$ cat config.mk
export PLATFORM = sky130hd
export DESIGN_NAME = clkg_seq
export DESIGN_NICKNAME = d
export VERILOG_FILES = /design/src/rtl/clkg_seq.sv
export SDC_FILE = /design/constraint.sdc
export NUM_CORES = 1
export LEC_CHECK = 0
export ABC_CLOCK_PERIOD_IN_PS = 5800
export CAP_MARGIN = 20
export CORE_ASPECT_RATIO = 1.25
export CORE_UTILIZATION = 50
export CTS_CLUSTER_SIZE = 40
export DETAILED_ROUTE_END_ITERATION = 8
export PLACE_DENSITY = 0.79
export SLEW_MARGIN = 40
export SYNTH_ARGS = -nofsm -noshare
export SYNTH_HDL_FRONTEND = slang
export SYNTH_SLANG_ARGS = --single-unit
$ cat constraint.sdc
create_clock -name clk -period 5.8 [get_ports clk]
set_input_delay 1.16 -clock clk [delete_from_list [all_inputs] [get_ports clk]]
set_output_delay 1.16 -clock clk [all_outputs]
set_load 0.05 [all_outputs]
$ cat src/rtl/clkg_seq.sv
// Clock-configuration sequencer on the JTAG clock. It orders gate, mux, divider and oscillator changes for the clock generator so they are glitch-safe.
// Optional feature: define CLKG_SEQ_FASTPATH_EN to skip the full sequence when only the branch enables change.
module clkg_seq #(
  parameter int GATE_WAIT  = 4,
  parameter int OSC_SETTLE = 64
) (
  input  logic       clk,
  input  logic       rst,
  input  logic       i_req,
  input  logic       i_osc_en,
  input  logic [2:0] i_div,
  input  logic       i_smp_en,
  input  logic       i_ncm_en,
  input  logic       i_msk_en,
  output logic       o_busy,
  output logic       o_done,
  output logic       o_drop,
  output logic       o_osc_en,
  output logic       o_clk_en,
  output logic [2:0] o_clk_div,
  output logic       o_div_rst_n,
  output logic       o_smp_en,
  output logic       o_ncm_en,
  output logic       o_msk_en
);

  localparam int MAXW = (GATE_WAIT > OSC_SETTLE) ? GATE_WAIT : OSC_SETTLE;
  localparam int CW   = $clog2(MAXW) + 1;
  localparam logic [CW-1:0] GW_LOAD = CW'(GATE_WAIT - 1);
  localparam logic [CW-1:0] OS_LOAD = CW'(OSC_SETTLE - 1);

  typedef enum logic [2:0] {
    IDLE, GATE_OFF, CLK_OFF, APPLY, SETTLE, CLK_ON, GATE_ON
  } state_t;

  state_t        r_state, w_nextState;
  logic [CW-1:0] r_cnt, w_cnt;
  logic          r_shOsc, w_shOsc;
  logic [2:0]    r_shDiv, w_shDiv;
  logic          r_shSmp, w_shSmp, r_shNcm, w_shNcm, r_shMsk, w_shMsk;
  logic          r_oscChg, w_oscChg;
  logic          r_busy, w_busy, r_done, w_done, r_drop, w_drop;
  logic          r_oscEn, w_oscEn, r_clkEn, w_clkEn, r_divRstN, w_divRstN;
  logic [2:0]    r_clkDiv, w_clkDiv;
  logic          r_smpEn, w_smpEn, r_ncmEn, w_ncmEn, r_mskEn, w_mskEn;
  logic          w_cntZero, w_fast;

  assign w_cntZero = (r_cnt == '0);

`ifdef CLKG_SEQ_FASTPATH_EN
  assign w_fast = (i_osc_en == r_oscEn) && (i_div == r_clkDiv) && r_divRstN;
`else
  assign w_fast = 1'b0;
`endif

  // Each transition writes the registered outputs of the state being entered.
  always_comb begin
    w_nextState = r_state;
    w_cnt       = r_cnt;
    w_shOsc     = r_shOsc;
    w_shDiv     = r_shDiv;
    w_shSmp     = r_shSmp;
    w_shNcm     = r_shNcm;
    w_shMsk     = r_shMsk;
    w_oscChg    = r_oscChg;
    w_busy      = r_busy;
    w_done      = 1'b0;
    w_drop      = r_drop | (i_req && (r_state != IDLE));
    w_oscEn     = r_oscEn;
    w_clkEn     = r_clkEn;
    w_clkDiv    = r_clkDiv;
    w_divRstN   = r_divRstN;
    w_smpEn     = r_smpEn;
    w_ncmEn     = r_ncmEn;
    w_mskEn     = r_mskEn;
    case (r_state)
      IDLE: begin
        if (i_req) begin
          w_shOsc = i_osc_en;
          w_shDiv = i_div;
          w_shSmp = i_smp_en;
          w_shNcm = i_ncm_en;
          w_shMsk = i_msk_en;
          w_drop  = 1'b0;
          w_busy  = 1'b1;
          if (w_fast) begin
            w_nextState = GATE_ON;
            w_smpEn     = i_smp_en;
            w_ncmEn     = i_ncm_en;
            w_mskEn     = i_msk_en;
            w_done      = 1'b1;
          end else begin
            w_nextState = GATE_OFF;
            w_smpEn     = 1'b0;
            w_ncmEn     = 1'b0;
            w_mskEn     = 1'b0;
            w_cnt       = GW_LOAD;
          end
        end
      end
      GATE_OFF: begin
        w_cnt = r_cnt - CW'(1);
        if (w_cntZero) begin
          w_nextState = CLK_OFF;
          w_clkEn     = 1'b0;
          w_cnt       = GW_LOAD;
        end
      end
      CLK_OFF: begin
        w_cnt = r_cnt - CW'(1);
        if (w_cntZero) begin
          w_nextState = APPLY;
          w_divRstN   = 1'b0;
          w_clkDiv    = r_shDiv;
          w_oscEn     = r_shOsc;
          w_oscChg    = (r_shOsc != r_oscEn);
        end
      end
      APPLY: begin
        w_nextState = SETTLE;
        w_cnt       = r_oscChg ? OS_LOAD : GW_LOAD;
      end
      SETTLE: begin
        w_cnt = r_cnt - CW'(1);
        if (w_cntZero) begin
          w_nextState = CLK_ON;
          w_divRstN   = 1'b1;
          w_clkEn     = 1'b1;
          w_cnt       = GW_LOAD;
        end
      end
      CLK_ON: begin
        w_cnt = r_cnt - CW'(1);
        if (w_cntZero) begin
          w_nextState = GATE_ON;
          w_smpEn     = r_shSmp;
          w_ncmEn     = r_shNcm;
          w_mskEn     = r_shMsk;
          w_done      = 1'b1;
        end
      end
      GATE_ON: begin
        w_nextState = IDLE;
        w_busy      = 1'b0;
      end
      default: begin
        w_nextState = IDLE;
        w_busy      = 1'b0;
      end
    endcase
  end

  always_ff @(posedge clk) begin
    if (rst) begin
      r_state   <= IDLE;
      r_cnt     <= '0;
      r_shOsc   <= 1'b0;
      r_shDiv   <= 3'd0;
      r_shSmp   <= 1'b0;
      r_shNcm   <= 1'b0;
      r_shMsk   <= 1'b0;
      r_oscChg  <= 1'b0;
      r_busy    <= 1'b0;
      r_done    <= 1'b0;
      r_drop    <= 1'b0;
      r_oscEn   <= 1'b0;
      r_clkEn   <= 1'b0;
      r_clkDiv  <= 3'd0;
      r_divRstN <= 1'b0;
      r_smpEn   <= 1'b0;
      r_ncmEn   <= 1'b0;
      r_mskEn   <= 1'b0;
    end else begin
      r_state   <= w_nextState;
      r_cnt     <= w_cnt;
      r_shOsc   <= w_shOsc;
      r_shDiv   <= w_shDiv;
      r_shSmp   <= w_shSmp;
      r_shNcm   <= w_shNcm;
      r_shMsk   <= w_shMsk;
      r_oscChg  <= w_oscChg;
      r_busy    <= w_busy;
      r_done    <= w_done;
      r_drop    <= w_drop;
      r_oscEn   <= w_oscEn;
      r_clkEn   <= w_clkEn;
      r_clkDiv  <= w_clkDiv;
      r_divRstN <= w_divRstN;
      r_smpEn   <= w_smpEn;
      r_ncmEn   <= w_ncmEn;
      r_mskEn   <= w_mskEn;
    end
  end

  assign o_busy      = r_busy;
  assign o_done      = r_done;
  assign o_drop      = r_drop;
  assign o_osc_en    = r_oscEn;
  assign o_clk_en    = r_clkEn;
  assign o_clk_div   = r_clkDiv;
  assign o_div_rst_n = r_divRstN;
  assign o_smp_en    = r_smpEn;
  assign o_ncm_en    = r_ncmEn;
  assign o_msk_en    = r_mskEn;

endmodule

; ---- Yosys cells after proc, flatten, opt, wreduce, memory -nomap -nowiden
; Index checks and enable logic that the tools add are counted.
[classes]
mux = 26
n_reduce_logical = 20
eq_ne = 11
addsub = 1
n_bitwise = 3
[op_table]
columns = op, n
row1 = one-hot mux 7 bit (4 select lines), 1
row2 = one-hot mux 3 bit (6 select lines), 1
row3 = two-way mux 3 bit, 5
row4 = two-way mux 7 bit, 2
row5 = one-hot mux 1 bit (2 select lines), 6
row6 = two-way mux 1 bit, 10
row7 = inequality test 2 bit (second input constant), 5
row8 = AND reduction 3 bit, 3
row9 = AND reduction 2 bit, 4
row10 = zero test 7 bit, 1
row11 = subtractor 7 x 1 -> 7 bit (second input constant), 1
row12 = == test 3 x 2 -> 1 bit (second input constant), 2
row13 = == test 3 bit (second input constant), 2
row14 = two-way mux 6 bit, 1
row15 = nonzero test 2 bit, 3
row16 = OR reduction 2 bit, 3
row17 = AND reduction 5 bit, 1
row18 = OR reduction 5 bit, 1
row19 = nonzero test 4 bit, 1
row20 = == test 3 x 1 -> 1 bit (second input constant), 1
row21 = zero test 3 bit, 1
row22 = nonzero test 3 bit, 1
row23 = inverter 1 bit, 2
row24 = logical AND 1 bit, 1
row25 = 2 further kinds, 2
[totals]
out_inout_bits = 12
elab_cells = 79
register_bits = 30
input_bits = 10

; ---- Longest topological paths before layout
; Gate-level depths: netlist of run 1.
[depth]
ltp_word = 5
depth_mapped = 7
ltp_nobuf = 6

; ---- Worst setup path before layout of run 1
; OpenSTA, ideal clock, no wires.
[synth_path]
path_kind = in2reg
from = input rst
to = register r_cnt[4]
path_buffers = 1
arrival_time_ps = 2198
t_required_ps = 5721
setup_time_ps = 79
slack_ps = 3523
path_stages = 4
cell_sequence = clkbuf_1 -> nor3b_1 -> a31oi_1 -> o211ai_1
[synth_lines]
columns = item, line
row1 = "start, declared", 8  ; input logic rst,
row2 = "end signal, assigned", 175  ; r_cnt <= w_cnt;
row3 = "end, declared", 37  ; logic [CW-1:0] r_cnt, w_cnt;

; ---- Worst setup path after layout of run 1
[layout_path]
from = register r_oscEn, in the netlist o_osc_en
to = output o_osc_en
[layout_lines]
columns = item, line
row1 = "start, declared", 43  ; logic r_oscEn, w_oscEn, r_clkEn, w_clkEn, r_divRstN, w_divRstN;
row2 = "start signal, assigned", 185  ; r_oscEn <= w_oscEn;
row3 = "end, declared", 18  ; output logic o_osc_en,
; No word-level cell between the ends.

==> metrics.cfg, run 1 <==
[worst_setup_path]
cp-end-kind=output port
r2r_end=r_cnt[3]
path_buf_inv=1
rr_startpoint=r_cnt[0]
crit_type=reg -> out
critical-path-slowest-cell=clkdlybuf4s50_1
worstSetupPathDepth=1
critPathMaxFanout=3
required_ns=4.64
worstPathArrival_ns=1.51
r2r_cells=6
max_stage_delay_ns=0.82
cp_cell_sequence=clkdlybuf4s50_1
crit_path_start_kind=flip-flop
r2r_slack_ns=3.66
critical-path-top-delay-family=buffers and inverters

[logic_synthesis]
yosys-top-cells-area=dfxtp_1, nand2_1, a21oi_1
ys_ff_latch=30
yosys_warnings=0
syn-num-nets=177
synthesis.area_um2=1360
ys_types=36
synthCells=165
synth.avg_cell_area_um2=8.21
ys_async_sr_fraction_pct=0
yosysTopAreaCell=dfxtp_1
synth_top_cell_area_share_pct=44.3
ys_seq_area_share_pct=44.3
synth_edf_count=0
synthFlopType=dfxtp_1

[die]
rows=20
initial_utilization_pct=54.2
die_w_um=48.6
coreArea_um2=2500
die-area_um2=2920
die_y_um=60.2
io_pins=22

[layout]
fillCellCount=224
nNetsFinal=195
drive_gt1_share_pct=5.46
utilization_pct=64.7
area_delta_synth_final_pct=19.5
antenna_cells=0

[min_path]
holdPathStages=2
hp-class=reg -> reg
holdCritStartpoint=r_shNcm
whs_endpoint=r_shNcm

[route]
antenna_left=0
drc=0
wl_per_cell_um=13.6
detail_route.first_pass.iterations=4
vias=1262
wirelength_um=2940
drt-initial-drc-count=47
viasPerCell=5.84

[clock_tree]
ctsLongestPathBuffers=2
clk_pin_slew_ns=0.08
cts_resized=0
cts_buffers=5
clk_latency_ns=0.32
cts_setup_buffers=0
root_buffer=clkbuf_4
cts_tree=yes
clock_sinks=30
postCtsHoldBufs=0
htreeDepth=2

[timing]
fin_skew_ns=0.00622
rsz0062_at_grt=false
hold_violations=0
max_freq_ghz=0.374
timing.final.crit_share_pct=46.1
setup_violations=0
fin_hold_ws_ns=0.461
worstMarginPinSlew_ns=0.562
finalSetupTns_ns=0
max_slew_margin_pct=62.4
fin_ws_ns=3.13
min_period_ns=2.67
slew_violations=0

[pwr]
power_frac_comb_pct=35.5
p_switching_uw=219
p_sw_share_pct=38.5
p_seq_share_pct=45.4
vdd.ir_drop.worst_mv=0.194
p_clk_share_pct=19.1
p_leak_nw=0.621
powerDensity_nw_per_um2=351
report.power.total_uw=569
p_int_uw=350

[grt]
first_global_vias=1230
grt_overflow_total=0
grt_pass1_wl_um=5210
grt_max_degree=29
antenna_found_initial=0
track_usage_pct=24.0

[flow_run]
cap_violations=0

[place]
post-place-ws_ns=2.92
port_buffers=21
gp_congestion=0.815
dp_hpwl_um=2100

[outcome]
status=finished, final reports clean

Yosys cell counts (2+ instances only):
cell      instances
a21oi_1          17
a31oi_1           3
clkbuf_1          9
dfxtp_1          30
ha_1              2
inv_1             7
mux2i_1           5
nand2_1          24
nand2b_1          3
nand3_1           9
nand4_1           7
nor2_1           11
nor2b_1           3
nor3_1            2
nor3b_1           2
nor4_1            2
o211ai_1          4
o21ai_0           6
xor2_1            2
layer usage:
| layer | share of wire (%) | global-route usage (%) | vias to the layer above | wire, um |
|---|---|---|---|---|
| met3 | 5.5 | 6.87 | 9 | 162 |
| met5 | 0 | 0 | - | 0 |
| met4 | 2.1 | 13.4 | 0 | 62 |
| met2 | 52 | 41.9 | 43 | 1520 |
| li1 | - | - | 624 | - |
| met1 | 41 | 26.6 | 586 | 1200 |
worst max-delay path by stage:
stage,start,endpoint,slack (ns)
floorplan,rst,r_cnt[4],3.52
global placement,rst,r_cnt[4],2.52
detailed placement,i_req,r_cnt[3],2.92
CTS,o_osc_en,o_osc_en,3.11
global route,o_osc_en,o_osc_en,3.08
finish,o_osc_en,o_osc_en,3.13
stage by stage:
step,cells,instance area (um2)
detailed placement,209,1570
global placement,209,1570
floorplan,165,1360
global route,216,1620
CTS,216,1610
finish,216,1620
power groups by stage:
stage                     Clock, mW  Combinational [mW]  Sequential, mW
after floorplan                   0               0.152           0.260
after global placement            0               0.189           0.260
after detailed placement          0               0.199           0.262
after CTS                     0.114               0.200           0.257
after global routing          0.121               0.227           0.263
final                         0.109               0.202           0.258
layout by cell type, fill, tap and decap left out, drive strengths merged, types with 2 or more instances in the layout:
| master | n |
|---|---|
| a21oi | 17 |
| a31oi | 3 |
| clkbuf | 7 |
| clkdlybuf4s50 | 20 |
| dfxtp | 30 |
| ha | 2 |
| inv | 7 |
| mux2i | 5 |
| nand2 | 24 |
| nand2b | 3 |
| nand3 | 9 |
| nand4 | 7 |
| nor2 | 11 |
| nor2b | 3 |
| nor3 | 2 |
| nor3b | 2 |
| nor4 | 2 |
| o211ai | 4 |
| o21ai | 6 |
| xor2 | 2 |
sequential cells by signal, summed over array words and instances (netlist names), named ones only:
register and cells:
r_cnt 7, o_clk_div 3, r_shDiv 3, r_state 3
o_busy 1, o_clk_en 1, o_div_rst_n 1, o_done 1
o_msk_en 1, o_ncm_en 1, o_osc_en 1, o_smp_en 1
r_oscChg 1, r_shMsk 1, r_shNcm 1, r_shOsc 1
r_shSmp 1
logic make-up after synthesis:
family / after synthesis / synth area share (%)
AND/OR/NAND/NOR: 70 / 25.8
XOR/XNOR: 2 / 1.29
AO/OA/AOI/OAI: 39 / 18.3
adder cells (fa/ha/maj): 2 / 1.85
flip-flops: 30 / 44.3
multiplexers: 5 / 3.69
buffers and inverters: 17 / 4.80
cell type report:
type                       instances  area, um2  area share [%]
timing repair buffer              21        205            12.7
inverter                           7       26.3            1.62
multi-input combinational        118        701            43.3
tap                               33       41.3            2.55
sequential                        30        601            37.1
clock buffer                       7       45.0            2.78
(Power assumes the default switching activity.)
==> run 2, diff against run 1 <==
--- a/config.mk
+++ b/config.mk
@@ -5,7 +5,7 @@
 export SDC_FILE = /design/constraint.sdc
 export NUM_CORES = 1
 export LEC_CHECK = 0
-export ABC_CLOCK_PERIOD_IN_PS = 5800
+export ABC_CLOCK_PERIOD_IN_PS = 2650
 export CAP_MARGIN = 20
 export CORE_ASPECT_RATIO = 1.25
 export CORE_UTILIZATION = 50
==> constraint.sdc (replaced) <==
create_clock -name clk -period 2.65 [get_ports clk]
set_input_delay 0.53 -clock clk [delete_from_list [all_inputs] [get_ports clk]]
set_output_delay 0.53 -clock clk [all_outputs]
set_load 0.05 [all_outputs]
==> run 2 against run 1 <==
  * Worst setup slack got worse by 2.6 ns
  * Global-route usage shrank 0.75 points
  * Critical path type is now reg -> reg
  * Cell area rose by 3.3%
  * Core utilization increased by 2.1 points
  * Count of clock-buffer cells in the layout unchanged
==> metrics.cfg, run 2 (synthesis gave the netlist of run 1 again) <==
[outcome]
status=finished, final reports clean

[grt]
antenna_found_initial=0  ; unchanged
grt_pass1_wl_um=5040  ; -3.2%
grt_max_degree=18  ; -38%
first_global_vias=1203  ; -2.2%
track_usage_pct=23.3  ; -0.75 points
grt_overflow_total=0  ; unchanged

[timing]
rsz0062_at_grt=false
fin_hold_ws_ns=0.464  ; +0.00310 ns
fin_ws_ns=0.508  ; -2.62 ns
worstMarginPinSlew_ns=0.524  ; -0.0383 ns
setup_violations=0  ; unchanged
fin_skew_ns=0.00740  ; +0.00119 ns
max_slew_margin_pct=65.0  ; +2.6 points
max_freq_ghz=0.467
hold_violations=0  ; unchanged
finalSetupTns_ns=0  ; unchanged
slew_violations=0  ; unchanged
timing.final.crit_share_pct=80.8
min_period_ns=2.14

[pwr]
report.power.total_mw=1.38  ; +140%
powerDensity_nw_per_um2=823  ; +130%
vdd.ir_drop.worst_mv=0.394  ; +100%
p_leak_nw=0.650  ; +4.7%

[flow_run]
cap_violations=0  ; unchanged

[worst_setup_path]
required_ns=2.88  ; -1.76 ns
r2r_cells=6  ; unchanged
worstSetupEndpoint=r_cnt[2]
crit_path_start_kind=flip-flop
crit_start=r_cnt[0]
cp-end-kind=flip-flop
r2r_end=r_cnt[2]
worstPathArrival_ns=2.37  ; +0.86 ns
crit_type=reg -> reg
rr_startpoint=r_cnt[0]
critPathMaxFanout=8  ; +5
r2r_slack_ns=0.51  ; -3.15 ns

[route]
drt-initial-drc-count=25  ; -47%
antenna_left=0  ; unchanged
vias=1280  ; +1.4%
viasPerCell=5.79  ; -0.87%
wirelength_um=3060  ; +4.1%
wl_per_cell_um=13.9  ; +1.8%
drc=0  ; unchanged
detail_route.first_pass.iterations=4  ; unchanged

[clock_tree]
cts_setup_buffers=0  ; unchanged
clk_pin_slew_ns=0.09  ; about the same
cts_buffers=5  ; unchanged
clock_sinks=30  ; unchanged
cts_resized=0  ; unchanged
htreeDepth=2  ; unchanged
clk_latency_ns=0.35  ; +0.03 ns
cts_tree=yes
ctsLongestPathBuffers=2  ; unchanged
root_buffer=clkbuf_4
postCtsHoldBufs=0  ; unchanged

[layout]
mostFrequentLayoutCell=dfxtp_1
seqCellArea_um2=601  ; unchanged
antenna_cells=0  ; unchanged
fillCellCount=228  ; +1.8%
nNetsFinal=199  ; +2.1%
mostFrequentLayoutCells=dfxtp_1, nand2_1, clkdlybuf4s50_1, a21oi_1, nor2_1
utilization_pct=66.9  ; +2.1 points
drive_gt1_share_pct=6.38  ; +0.92 points
layoutNonFillerInstCount=221  ; +2.3%
regMostFlops=r_cnt
area_delta_synth_final_pct=23.5
largest_reg_flops=7  ; unchanged
multi_input_area_um2=689  ; -1.6%
final_area_um2=1670  ; +3.3%

[die]
rows=20  ; unchanged
die-area_um2=2920  ; unchanged
die_w_um=48.6  ; unchanged
io_pins=22  ; unchanged
die_y_um=60.2  ; unchanged
coreArea_um2=2500  ; unchanged
initial_utilization_pct=54.2  ; unchanged

[min_path]
hp-class=reg -> reg

[place]
dp_hpwl_um=2110  ; +0.32%
placed_cells=213  ; +1.9%
post-place-ws_ns=0.481  ; -2.44 ns
gp_congestion=0.824  ; +1.2%
port_buffers=21  ; unchanged
place_area_um2=1600  ; +1.8%

run 2: power breakdown:
part | switching, mW | internal (mW)
logic | 0.277 | 0.176
registers | 0.0632 | 0.503
clock network | 0.159 | 0.200
total | 0.498 | 0.878
run 2: worst min-delay path by stage:
stage | endpoint | from | slack, ns | depth (start not counted)
3_5_place_dp | r_shDiv[0] | r_shDiv[0] | 0.45 | 2
5_1_grt | r_shDiv[1] | r_shDiv[1] | 0.49 | 2
6_report | r_shDiv[1] | r_shDiv[1] | 0.46 | 2
4_1_cts | r_shDiv[1] | r_shDiv[1] | 0.47 | 2
3_3_place_gp | r_shDiv[2] | r_shDiv[2] | 0.44 | 2
2_1_floorplan | r_shDiv[0] | r_shDiv[0] | 0.44 | 2
run 2: area by class of cell:
| cell class | count | share of cell area, % |
|---|---|---|
| multi-input combinational | 118 | 41.2 |
| sequential | 30 | 35.9 |
| timing repair buffer | 25 | 14.4 |
| clock buffer | 7 | 2.69 |
| tap | 33 | 2.47 |
| clock inverter | 1 | 1.80 |
| inverter | 7 | 1.57 |
run 2: metal layers:
layer	track usage, %	wire length, um
met1	23.6	1270
met2	43.3	1570
met3	6.36	124
met4	13.9	93
met5	0	0
run 2: worst max-delay path: stages, from the launching register on:
cell and delay (ns):
dfxtp_1 0.33, inv_1 0.10, ha_1 0.16, or4b_1 0.56, a2111o_1 0.53, a31oi_1 0.23
o211ai_1 0.10
==> run 3, diff against run 2 <==
--- a/config.mk
+++ b/config.mk
@@ -5,7 +5,7 @@
 export SDC_FILE = /design/constraint.sdc
 export NUM_CORES = 1
 export LEC_CHECK = 0
-export ABC_CLOCK_PERIOD_IN_PS = 2650
+export ABC_CLOCK_PERIOD_IN_PS = 2009
 export CAP_MARGIN = 20
 export CORE_ASPECT_RATIO = 1.25
 export CORE_UTILIZATION = 50
==> constraint.sdc (replaced) <==
create_clock -name clk -period 2.01 [get_ports clk]
set_input_delay 0.402 -clock clk [delete_from_list [all_inputs] [get_ports clk]]
set_output_delay 0.402 -clock clk [all_outputs]
set_load 0.05 [all_outputs]
==> run 3 against run 2 <==
  * First-iteration DRC count increased to 2.7 times the previous value
  * Clock skew about the same
  * Combinational power increased by 53%
  * Sequential cell count unchanged
  * Non-clock buffer count increased by 6
  * Worst setup slack got worse by 0.42 ns
  * Cell area increased by 5.8%
  * Via count increased by 2.5%
  * Count of clock-buffer cells in the layout decreased by 1
  * Routed wire length increased by 4.3%
==> metrics.cfg, run 3 (synthesis gave the netlist of run 1 again) <==
[outcome]
status=finished, final reports clean

[worst_setup_path]
path_buf_inv=1  ; unchanged
crit_type=reg -> out
critical-path-slowest-cell=clkdlybuf4s50_1
crit_path_start_kind=flip-flop
critical-path-top-delay-family=buffers and inverters
required_ns=1.61  ; -1.27 ns
critPathMaxFanout=3  ; -5
cp-end-kind=output port
max_stage_delay_ns=0.82  ; +0.26 ns
cp_cell_sequence=clkdlybuf4s50_1
worstPathArrival_ns=1.52  ; -0.85 ns

[place]
port_buffers=21  ; unchanged
placed_cells=218  ; +2.3%
gp_congestion=0.811  ; -1.6%
dp_hpwl_um=2280  ; +7.9%
post-place-ws_ns=0.0254  ; -0.456 ns

[timing]
timing.final.crit_share_pct=95.7
max_slew_margin_pct=66.3  ; +1.3 points
min_period_ns=1.92
finalSetupTns_ns=0  ; unchanged
setup_violations=0  ; unchanged
fin_skew_ns=0.00729  ; -0.000111 ns
hold_violations=0  ; unchanged
slew_violations=0  ; unchanged
max_freq_ghz=0.520
fin_ws_ns=0.0859  ; -0.422 ns
rsz0062_at_grt=false
worstMarginPinSlew_ns=0.503  ; -0.0206 ns

[layout]
antenna_cells=0  ; unchanged
area_delta_synth_final_pct=30.7
layoutNonFillerInstCount=227  ; +2.7%
largest_reg_flops=7  ; unchanged
drive_gt1_share_pct=11.3  ; +5.0 points
mostFrequentLayoutCells=dfxtp_1, nand2_1, clkdlybuf4s50_1, a21oi_1, nor2_1
mostFrequentLayoutCell=dfxtp_1
nNetsFinal=205  ; +3.0%
regMostFlops=r_cnt

[route]
detail_route.first_pass.iterations=4  ; unchanged
viasPerCell=5.78  ; -0.21%
wl_per_cell_um=14.1  ; +1.6%
vias=1312  ; +2.5%
drt-initial-drc-count=67  ; +170%
drc=0  ; unchanged
antenna_left=0  ; unchanged
wirelength_um=3200  ; +4.3%

[clock_tree]
cts_buffers=5  ; unchanged
root_buffer=clkbuf_4
htreeDepth=2  ; unchanged
cts_tree=yes
clk_pin_slew_ns=0.10  ; about the same
ctsLongestPathBuffers=2  ; unchanged
postCtsHoldBufs=0  ; unchanged
clk_latency_ns=0.33  ; -0.02 ns
clock_sinks=30  ; unchanged

[die]
coreArea_um2=2500  ; unchanged
die-area_um2=2920  ; unchanged
initial_utilization_pct=54.2  ; unchanged
die_y_um=60.2  ; unchanged
io_pins=22  ; unchanged
rows=20  ; unchanged
die_w_um=48.6  ; unchanged

[grt]
first_global_vias=1273  ; +5.8%
grt_max_degree=24  ; +6
track_usage_pct=23.7  ; +0.47 points
grt_overflow_total=0  ; unchanged
antenna_found_initial=0  ; unchanged
grt_pass1_wl_um=5240  ; +4.0%

[pwr]
p_leak_nw=0.702  ; +8.0%
vdd.ir_drop.worst_mv=0.966  ; +140%
powerDensity_nw_per_um2=1160  ; +42%

[flow_run]
cap_violations=0  ; unchanged

[min_path]
hp-class=reg -> reg

-- run 3: worst paths after layout --
check,cells past startpoint,end,slack (ns),start
hold reg to reg,2,r_shNcm,0.46,r_shNcm
hold / removal,2,r_shNcm,0.46,r_shNcm
setup / recovery,1,o_div_rst_n,0.09,o_div_rst_n
setup reg to reg,7,r_cnt[1],0.13,r_cnt[1]
-- run 3: repair_timing --
action | 4_1_cts | 5_1_grt
buffers inserted | 0 | 1
resized for setup | 0 | 4
setup endpoints to repair | 0 | 13
endpoints found under the hold margin | 0 | 0
-- run 3: per-stage QoR --
stage / instance area (um2) / total power, mW / hold WS [ns] / utilization (%)
floorplan: 1360 / 1.19 / 0.436 / -
global placement: 1640 / 1.36 / 0.442 / 65.4
detailed placement: 1640 / 1.40 / 0.448 / 65.4
CTS: 1750 / 2.03 / 0.466 / 69.8
global route: 1770 / 2.17 / 0.496 / 70.8
finish: 1770 / 2.06 / 0.464 / 70.8
-- run 3: worst reg2reg max path: cells and delay by family (launching register included) --
| kind | cells | cell delay (ns) |
|---|---|---|
| AO/OA/AOI/OAI | 2 | 0.52 |
| flip-flops | 1 | 0.34 |
| AND/OR/NAND/NOR | 2 | 0.54 |
| adder cells (fa/ha/maj) | 1 | 0.15 |
| buffers and inverters | 2 | 0.25 |
-- run 3: area by class of cell --
class / count / area [um2]
fill: 205 / 732
multi-input combinational: 118 / 706
sequential: 30 / 601
timing repair buffer: 31 / 285
clock inverter: 2 / 60.1
clock buffer: 6 / 51.3
tap: 33 / 41.3
inverter: 7 / 26.3
-- run 3: per-layer routing --
metal	track usage, %	up-vias	share of wire (%)
met5	0	-	0
met4	10.9	0	0.28
met3	6.87	2	4.7
met2	44.5	40	54
met1	24.7	625	41
li1	-	645	-
-- run 3: report_power, final --
part	internal [mW]	total, mW	switching [mW]	leakage [nW]
clock	0.421	0.632	0.210	0.0585
sequential	0.663	0.737	0.0745	0.245
combinational	0.293	0.694	0.400	0.399
